===== src/rtl/instruction_loader.sv =====
// instruction_loader: turns a UART byte stream (16-bit big-endian word count
// followed by big-endian 32-bit words) into instruction-memory writes.
// Ports:
//   clk, reset     - system clock, asynchronous active-high reset
//   start          - one-cycle pulse arming the loader (from IDLE or DONE)
//   rx_valid       - one-cycle strobe qualifying rx_data
//   rx_data        - received byte
//   write_enable   - one-cycle memory write strobe per assembled word
//   address        - memory word address, counting up from 0
//   write_data     - assembled 32-bit word
//   busy           - high while a program is being loaded (CPU stall)
//   done           - high from completion until the next start or reset
//   error          - header word count exceeded MEM_SIZE
module instruction_loader #(
    parameter int MEM_SIZE   = 16000,
    parameter int ADDR_WIDTH = 16
) (
    input  logic                  clk,
    input  logic                  reset,
    input  logic                  start,
    input  logic                  rx_valid,
    input  logic [7:0]            rx_data,
    output logic                  write_enable,
    output logic [ADDR_WIDTH-1:0] address,
    output logic [31:0]           write_data,
    output logic                  busy,
    output logic                  done,
    output logic                  error
);

    localparam logic [16:0] MEM_LIMIT = 17'(MEM_SIZE);

    typedef enum logic [2:0] {
        S_IDLE,
        S_LEN_HI,
        S_LEN_LO,
        S_DATA,
        S_DONE
    } state_t;

    state_t                state_q, state_d;
    logic [15:0]           len_q, len_d;
    logic [1:0]            bcnt_q, bcnt_d;
    logic [ADDR_WIDTH-1:0] wcnt_q, wcnt_d;
    logic [23:0]           asm_q, asm_d;
    logic                  last_q, last_d;
    logic                  we_q, we_d;
    logic [ADDR_WIDTH-1:0] addr_q, addr_d;
    logic [31:0]           wdata_q, wdata_d;
    logic                  busy_q, busy_d;
    logic                  done_q, done_d;
    logic                  error_q, error_d;

    logic [15:0]           len_word;
    logic [ADDR_WIDTH-1:0] wcnt_inc;

    assign len_word = {len_q[15:8], rx_data};
    assign wcnt_inc = wcnt_q + 1'b1;

    always_comb begin
        state_d = state_q;
        len_d   = len_q;
        bcnt_d  = bcnt_q;
        wcnt_d  = wcnt_q;
        asm_d   = asm_q;
        last_d  = last_q;
        we_d    = 1'b0;
        addr_d  = addr_q;
        wdata_d = wdata_q;
        busy_d  = busy_q;
        done_d  = done_q;
        error_d = error_q;

        unique case (state_q)
            S_IDLE, S_DONE: begin
                if (start) begin
                    state_d = S_LEN_HI;
                    busy_d  = 1'b1;
                    done_d  = 1'b0;
                    error_d = 1'b0;
                end
            end
            S_LEN_HI: begin
                if (rx_valid) begin
                    len_d[15:8] = rx_data;
                    state_d     = S_LEN_LO;
                end
            end
            S_LEN_LO: begin
                if (rx_valid) begin
                    len_d = len_word;
                    if (len_word == 16'd0) begin
                        state_d = S_DONE;
                        busy_d  = 1'b0;
                        done_d  = 1'b1;
                    end else if ({1'b0, len_word} > MEM_LIMIT) begin
                        state_d = S_IDLE;
                        busy_d  = 1'b0;
                        error_d = 1'b1;
                    end else begin
                        state_d = S_DATA;
                        wcnt_d  = '0;
                        bcnt_d  = 2'd0;
                        last_d  = 1'b0;
                    end
                end
            end
            S_DATA: begin
                // last_q marks the write cycle of the final word; the
                // stream is complete, so finish rather than take a byte.
                if (last_q) begin
                    state_d = S_DONE;
                    busy_d  = 1'b0;
                    done_d  = 1'b1;
                    last_d  = 1'b0;
                end else if (rx_valid) begin
                    bcnt_d = bcnt_q + 2'd1;
                    asm_d  = {asm_q[15:0], rx_data};
                    if (bcnt_q == 2'd3) begin
                        we_d    = 1'b1;
                        wdata_d = {asm_q, rx_data};
                        addr_d  = wcnt_q;
                        wcnt_d  = wcnt_inc;
                        last_d  = (wcnt_inc == ADDR_WIDTH'(len_q));
                    end
                end
            end
            default: begin
                state_d = S_IDLE;
            end
        endcase
    end

    always_ff @(posedge clk or posedge reset) begin
        if (reset) begin
            state_q <= S_IDLE;
            len_q   <= '0;
            bcnt_q  <= '0;
            wcnt_q  <= '0;
            asm_q   <= '0;
            last_q  <= 1'b0;
            we_q    <= 1'b0;
            addr_q  <= '0;
            wdata_q <= '0;
            busy_q  <= 1'b0;
            done_q  <= 1'b0;
            error_q <= 1'b0;
        end else begin
            state_q <= state_d;
            len_q   <= len_d;
            bcnt_q  <= bcnt_d;
            wcnt_q  <= wcnt_d;
            asm_q   <= asm_d;
            last_q  <= last_d;
            we_q    <= we_d;
            addr_q  <= addr_d;
            wdata_q <= wdata_d;
            busy_q  <= busy_d;
            done_q  <= done_d;
            error_q <= error_d;
        end
    end

    assign write_enable = we_q;
    assign address      = addr_q;
    assign write_data   = wdata_q;
    assign busy         = busy_q;
    assign done         = done_q;
    assign error        = error_q;

endmodule


===== config.mk =====
export PLATFORM = sky130hd
export DESIGN_NAME = instruction_loader
export DESIGN_NICKNAME = d
export VERILOG_FILES = /design/src/rtl/instruction_loader.sv
export SDC_FILE = /design/constraint.sdc
export NUM_CORES = 1
export LEC_CHECK = 0
export CORE_MARGIN = 1.5
export CORE_UTILIZATION = 55
export CTS_CLUSTER_DIAMETER = 150
export DETAILED_ROUTE_END_ITERATION = 10
export DONT_BUFFER_PORTS = 1
export PLACE_DENSITY = 0.73
export REMOVE_ABC_BUFFERS = 1
export SLEW_MARGIN = 20
export SYNTH_ARGS = -nofsm -noshare
export SYNTH_HDL_FRONTEND = slang
export SYNTH_SLANG_ARGS = --single-unit
export TNS_END_PERCENT = 30

===== constraint.sdc =====
create_clock -name clk -period 5.45 [get_ports clk]
set_input_delay 1.09 -clock clk [delete_from_list [all_inputs] [get_ports clk]]
set_output_delay 1.09 -clock clk [all_outputs]
set_load 0.01 [all_outputs]

* Yosys cells after proc, flatten, opt, wreduce, memory -nomap -nowiden
Cells that the tools add are included.
Widths: inputs -> output; s select.
** Storage, ports and cells
- Flip-flop bits (word level) :: 114
- Output and inout bits :: 52
** Cells by class
- Equal/unequal tests :: 18
- $lt $le $gt $ge :: 1
- $add $sub $neg :: 2
- Reductions and logical operators :: 17
- Multiplexer cells :: 48
- Bitwise logic cells :: 2
** Operators with widths (count)
- $mux 16 :: 6
- $pmux 16 s2 :: 1
- $mux 1 :: 22
- $ne 2x2->1 const B :: 11
- $add 16x1->16 const B :: 1
- $eq 16x16->1 :: 1
- $gt 16x14->1 const B :: 1
- $logic_not 16->1 :: 1
- $pmux 8 s2 :: 1
- $mux 3 :: 5
- $reduce_and 5->1 :: 3
- $mux 2 :: 6
- $pmux 3 s4 :: 1
- $reduce_and 4->1 :: 3
- $mux 8 :: 1
- $reduce_and 7->1 :: 1
- $eq 3x2->1 const B :: 2
- $pmux 1 s3 :: 2
- $reduce_and 3->1 :: 2
- $reduce_and 6->1 :: 1
- $pmux 1 s2 :: 2
- $pmux 2 s2 :: 1
- $reduce_bool 2->1 :: 2
- $eq 3x1->1 const B :: 1
- other kinds (9) :: 10

* Longest topological paths before layout
- Depth in word-level cells :: 6
- Depth in mapped cells :: 8
- Gate-level depth less buffers :: 7

* Worst setup path before layout
Ideal clock, no wire load.
- Path kind :: input-to-reg
- From :: in rx_data[1]
- To :: reg wcnt_q[10]
- Cell stages on the path :: 6
- Arrival time :: 2.737 ns
- Path slack :: 2.578 ns
- Path buffers :: 0
- Cells stage by stage :: or4_1 -> or2_1 -> a2111oi_4 -> o21bai_2 -> o21ai_1 -> o31ai_1
** On the way
- Longest elaborated chain between the ends :: 3
- Elaborated cells on any way between the ends :: 5
** RTL lines
- start: declaration :: RTL line 22 : input logic [7:0] rx_data,
- $gt 16x14->1 or $logic_not 16->1 (tied branches) :: RTL line 96, 92
- $ne 2x2->1 (no line)
- $reduce_and 7->1 (no line) *
- end signal: assignment :: RTL line 152 : wcnt_q <= wcnt_d;
- end: declaration :: RTL line 44 : logic [ADDR_WIDTH-1:0] wcnt_q, wcnt_d;
Mark *: on every way between the ends. The rest lies on a longest branch, timed or not.
A chain may end at the register's enable or synchronous reset.

* Final worst setup path
- From :: reg state_q[0]
- To :: reg wcnt_q[14]
** On the way
- Longest elaborated chain between the ends :: 3
- Elaborated cells on any way between the ends :: 11
** RTL lines
- start: declaration :: RTL line 41 : state_t state_q, state_d;
- start signal: assignment :: RTL line 149 : state_q <= state_d;
- $eq 3x2->1 :: RTL line 74 : unique case (state_q)
- $ne 2x2->1 (no line) or $reduce_bool 2->1 (tied branches)
- $reduce_and 7->1 (no line)
Parallel ways exist; a longest one is shown, timed or not.

==> summary.txt <==
STA
  • Period Utilization, post-route: 0.5523
  • Final-report setup violation count: 0
  • Final setup TNS: 0 ns
  • Final Hold Violating Endpoints: 0
  • Worst Tran Pin Value: 0.8665 ns
  • Max-slew headroom: 0.4224
  • Fmax: 332.2 MHz
  • Min Tclk post-route: 3.010 ns
  • RSZ-0062 raised after global routing: false
  • Final-report max-slew violation count: 0
  • Worst-case clock skew: 0.006544 ns

Logic synthesis
  • Synthesized area per cell: 10.09 um^2
  • Synth Cell Area: 5156 um^2
  • Synth area leaders: dfrtp_1 (55%), nand2_1 (12%), mux2_2 (9.0%)
  • Most common flop cell mapped by yosys: dfrtp_1
  • Post-synth EDFFs: 0
  • #FFs+latches synth: 114
  • Number of warnings issued by yosys: 0
  • Async S/R FF share, synth: 1.000
  • Synth unique cells: 50
  • Post-Syn Instances: 511
  • Post-synthesis sequential area ratio: 0.5533
  • Post-synth top area cell: dfrtp_1
  • Post-synth top area share: 0.5533
  • Top-count cell post-synth: nand2_1
  • Most frequent cells after synthesis: nand2_1 (159), dfrtp_1 (114), mux2_2 (41), clkbuf_1 (23), o21ai_0 (16)

Global routing
  • Total track usage: 0.2409
  • Vias in the first global route: 3,719
  • Global route total overflow: 0
  • First-pass GRT wire length: 18.55 mm
  • Initial antenna violation count: 0
  • Largest net degree at the start of global routing: 83

Place
  • Post-DP Area: 5209 um^2
  • DP HPWL: 6.888 mm
  • Buffers on Ports: 0
  • GPL Wtd Cong: 0.8542

Floorplanning
  • Std-Cell Rows: 35
  • Die height: 99.83 um
  • Initial core utilization: 0.5634
  • Core area: 9153 um^2
  • I/O Pins: 64
  • Die X: 99.83 um
  • Die Area: 9965 um^2

Setup path
  • Crit path max-delay family: simple AND/OR/NAND/NOR gates
  • Worst setup SP type: flop
  • CP bufs+invs: 1
  • Maximum fanout along the worst path: 65
  • Worst EP arrival: 3.39 ns
  • Critical Path RT: 5.83 ns
  • Worst path slowest cell: clkinv_2
  • Critical path's largest stage delay: 0.84 ns
  • WS Path Type: flop to flop
  • Crit end category: flop
  • Critical path, cell by cell: and2b_1, nand4_2, clkinv_2, and2_1, o21ai_1, o31ai_1

Routing
  • Met1 WL: 4.995 mm
  • Met2 wire length: 5.385 mm
  • Max Used Layer: met4
  • Starting DRT DRC Count: 292
  • Drc violations: 0
  • Post-Route WL: 11.20 mm
  • Met3 wire len: 687 um
  • Routed via count: 3,692
  • Final ANT Viol Nets: 0
  • Post-DR wirelength/cell: 17.80 um
  • Vias per cell: 5.870
  • Drt first pass iters: 5

Power and ir drop
  • Worst vdd ir: 0.0002787 V
  • Lkg Pwr: 0.002765 uW
  • P per Cell Area: 495.4 nW/um^2

CTS
  • Clk sink count: 114
  • Clock Path Buffers: 2
  • H-tree Lvls: 4
  • Clock-pin slew on the worst setup and hold paths: 0.06 ns
  • Hold-fix buffers, CTS: 0
  • TritonCTS clock tree: yes
  • Later-pin clock latency in the skew report: 0.52 ns
  • Post-CTS Resized: 0
  • Setup repair bufs after CTS: 0
  • Root buf cell: clkbuf_8
  • Clock buffers created by TritonCTS: 17

Final layout
  • Area Overhead vs Synth: 13.06%
  • ANT cells: 0
  • Cell area after layout: 5829 um^2
  • Share of layout cells above drive strength 1: 0.1641
  • Nets: 519

Outcome
  • Status: complete, no violations

Worst hold path
  • HP Class: flop to flop

Run
  • Max cap viols: 0
## metrics by stage
step | setup WS [ns] | power, uW | utilization | cells | hold WS, ns
floorplan | 1.344 | 1612 | - | 484 | 0.4348
CTS | 2.247 | 2904 | 0.6364 | 629 | 0.4730
global route | 2.136 | 3022 | 0.6369 | 629 | 0.5036
finish | 2.440 | 2888 | 0.6369 | 629 | 0.4666
global placement | 2.188 | 1711 | 0.5691 | 597 | 0.4461
detailed placement | 2.159 | 1745 | 0.5691 | 597 | 0.4567
## final timing paths
kind | end | from | slack (ns) | cells past startpoint
min | write_data[28] | asm_q[20] | 0.47 | 2
max in group asynchronous | asm_q[16] | reset | 3.93 | 2
max reg2reg | wcnt_q[14] | state_q[0] | 2.44 | 6
max | wcnt_q[14] | state_q[0] | 2.44 | 6
min reg2reg | write_data[28] | asm_q[20] | 0.47 | 2
min in group asynchronous | address[5] | reset | 0.54 | 1
## where the power goes
group,switching (uW),internal [uW]
combinational,226,275
clock,412,728
sequential,210,1040
total,847,2040
## per-layer routing
metal | vias to the layer above | track usage
li1 | 1731 | -
met1 | 1822 | 0.3324
met2 | 124 | 0.3705
met3 | 15 | 0.06894
met4 | 0 | 0.08017
met5 | - | 0
## registers in the layout (all words and copies together), names as in the netlist
name and cells:
address 16, asm_q 24, bcnt_q 2, busy 1, done 1, error 1, last_q 1, len_q 16
state_q 3, wcnt_q 16, write_data 32, write_enable 1
## kinds of logic (layout without fill, tap and decap cells)
| logic type | after synthesis | count (layout) | synth area share |
|---|---|---|---|
| and+or+nand+nor | 230 | 230 | 0.1995 |
| DFF | 114 | 114 | 0.5533 |
| AOI/OAI and AO/OA | 68 | 68 | 0.08688 |
| muxes | 43 | 43 | 0.09342 |
| buffers and inverters | 31 | 38 | 0.02305 |
| xor gates and xnor gates | 23 | 23 | 0.03907 |
| adders and majority gates | 2 | 2 | 0.004852 |
## worst register-to-register path: cells and delay by family, from the launching register on
kind | cells | cell delay [ns]
buffers and inverters | 1 | 0.84
AND/OR/NAND/NOR | 3 | 1.24
AO/OA/AOI/OAI | 2 | 0.24
flip-flops | 1 | 0.56
## final cells by class
class / count / area (um^2)
Timing Repair Buffer: 2 / 15.01
Multi-Input combinational cell: 366 / 2186
Clock buffer: 19 / 441.7
Sequential cell: 114 / 2853
Inverter: 4 / 21.27
Clock inverter: 13 / 173.9
Tap cell: 111 / 138.9
Fill cell: 705 / 3323
## cells in the final DEF (no fill, tap or decap), types with 4 or more instances in the layout
cell type and count:
xnor2_1 14, a31oi_1 10, nand4_1 6, or4_1 5, clkbuf_16 16, and3_1 5, a21oi_1 14, mux2_2 41
o21ai_0 16, nor2b_1 5, o31ai_1 5, and4_1 4, dfrtp_1 114, nand2_1 159, inv_6 5, nor2_1 15
xor2_1 9, nand3_1 9, o21ai_1 6
No activity file was read; power rests on OpenSTA's default activity.
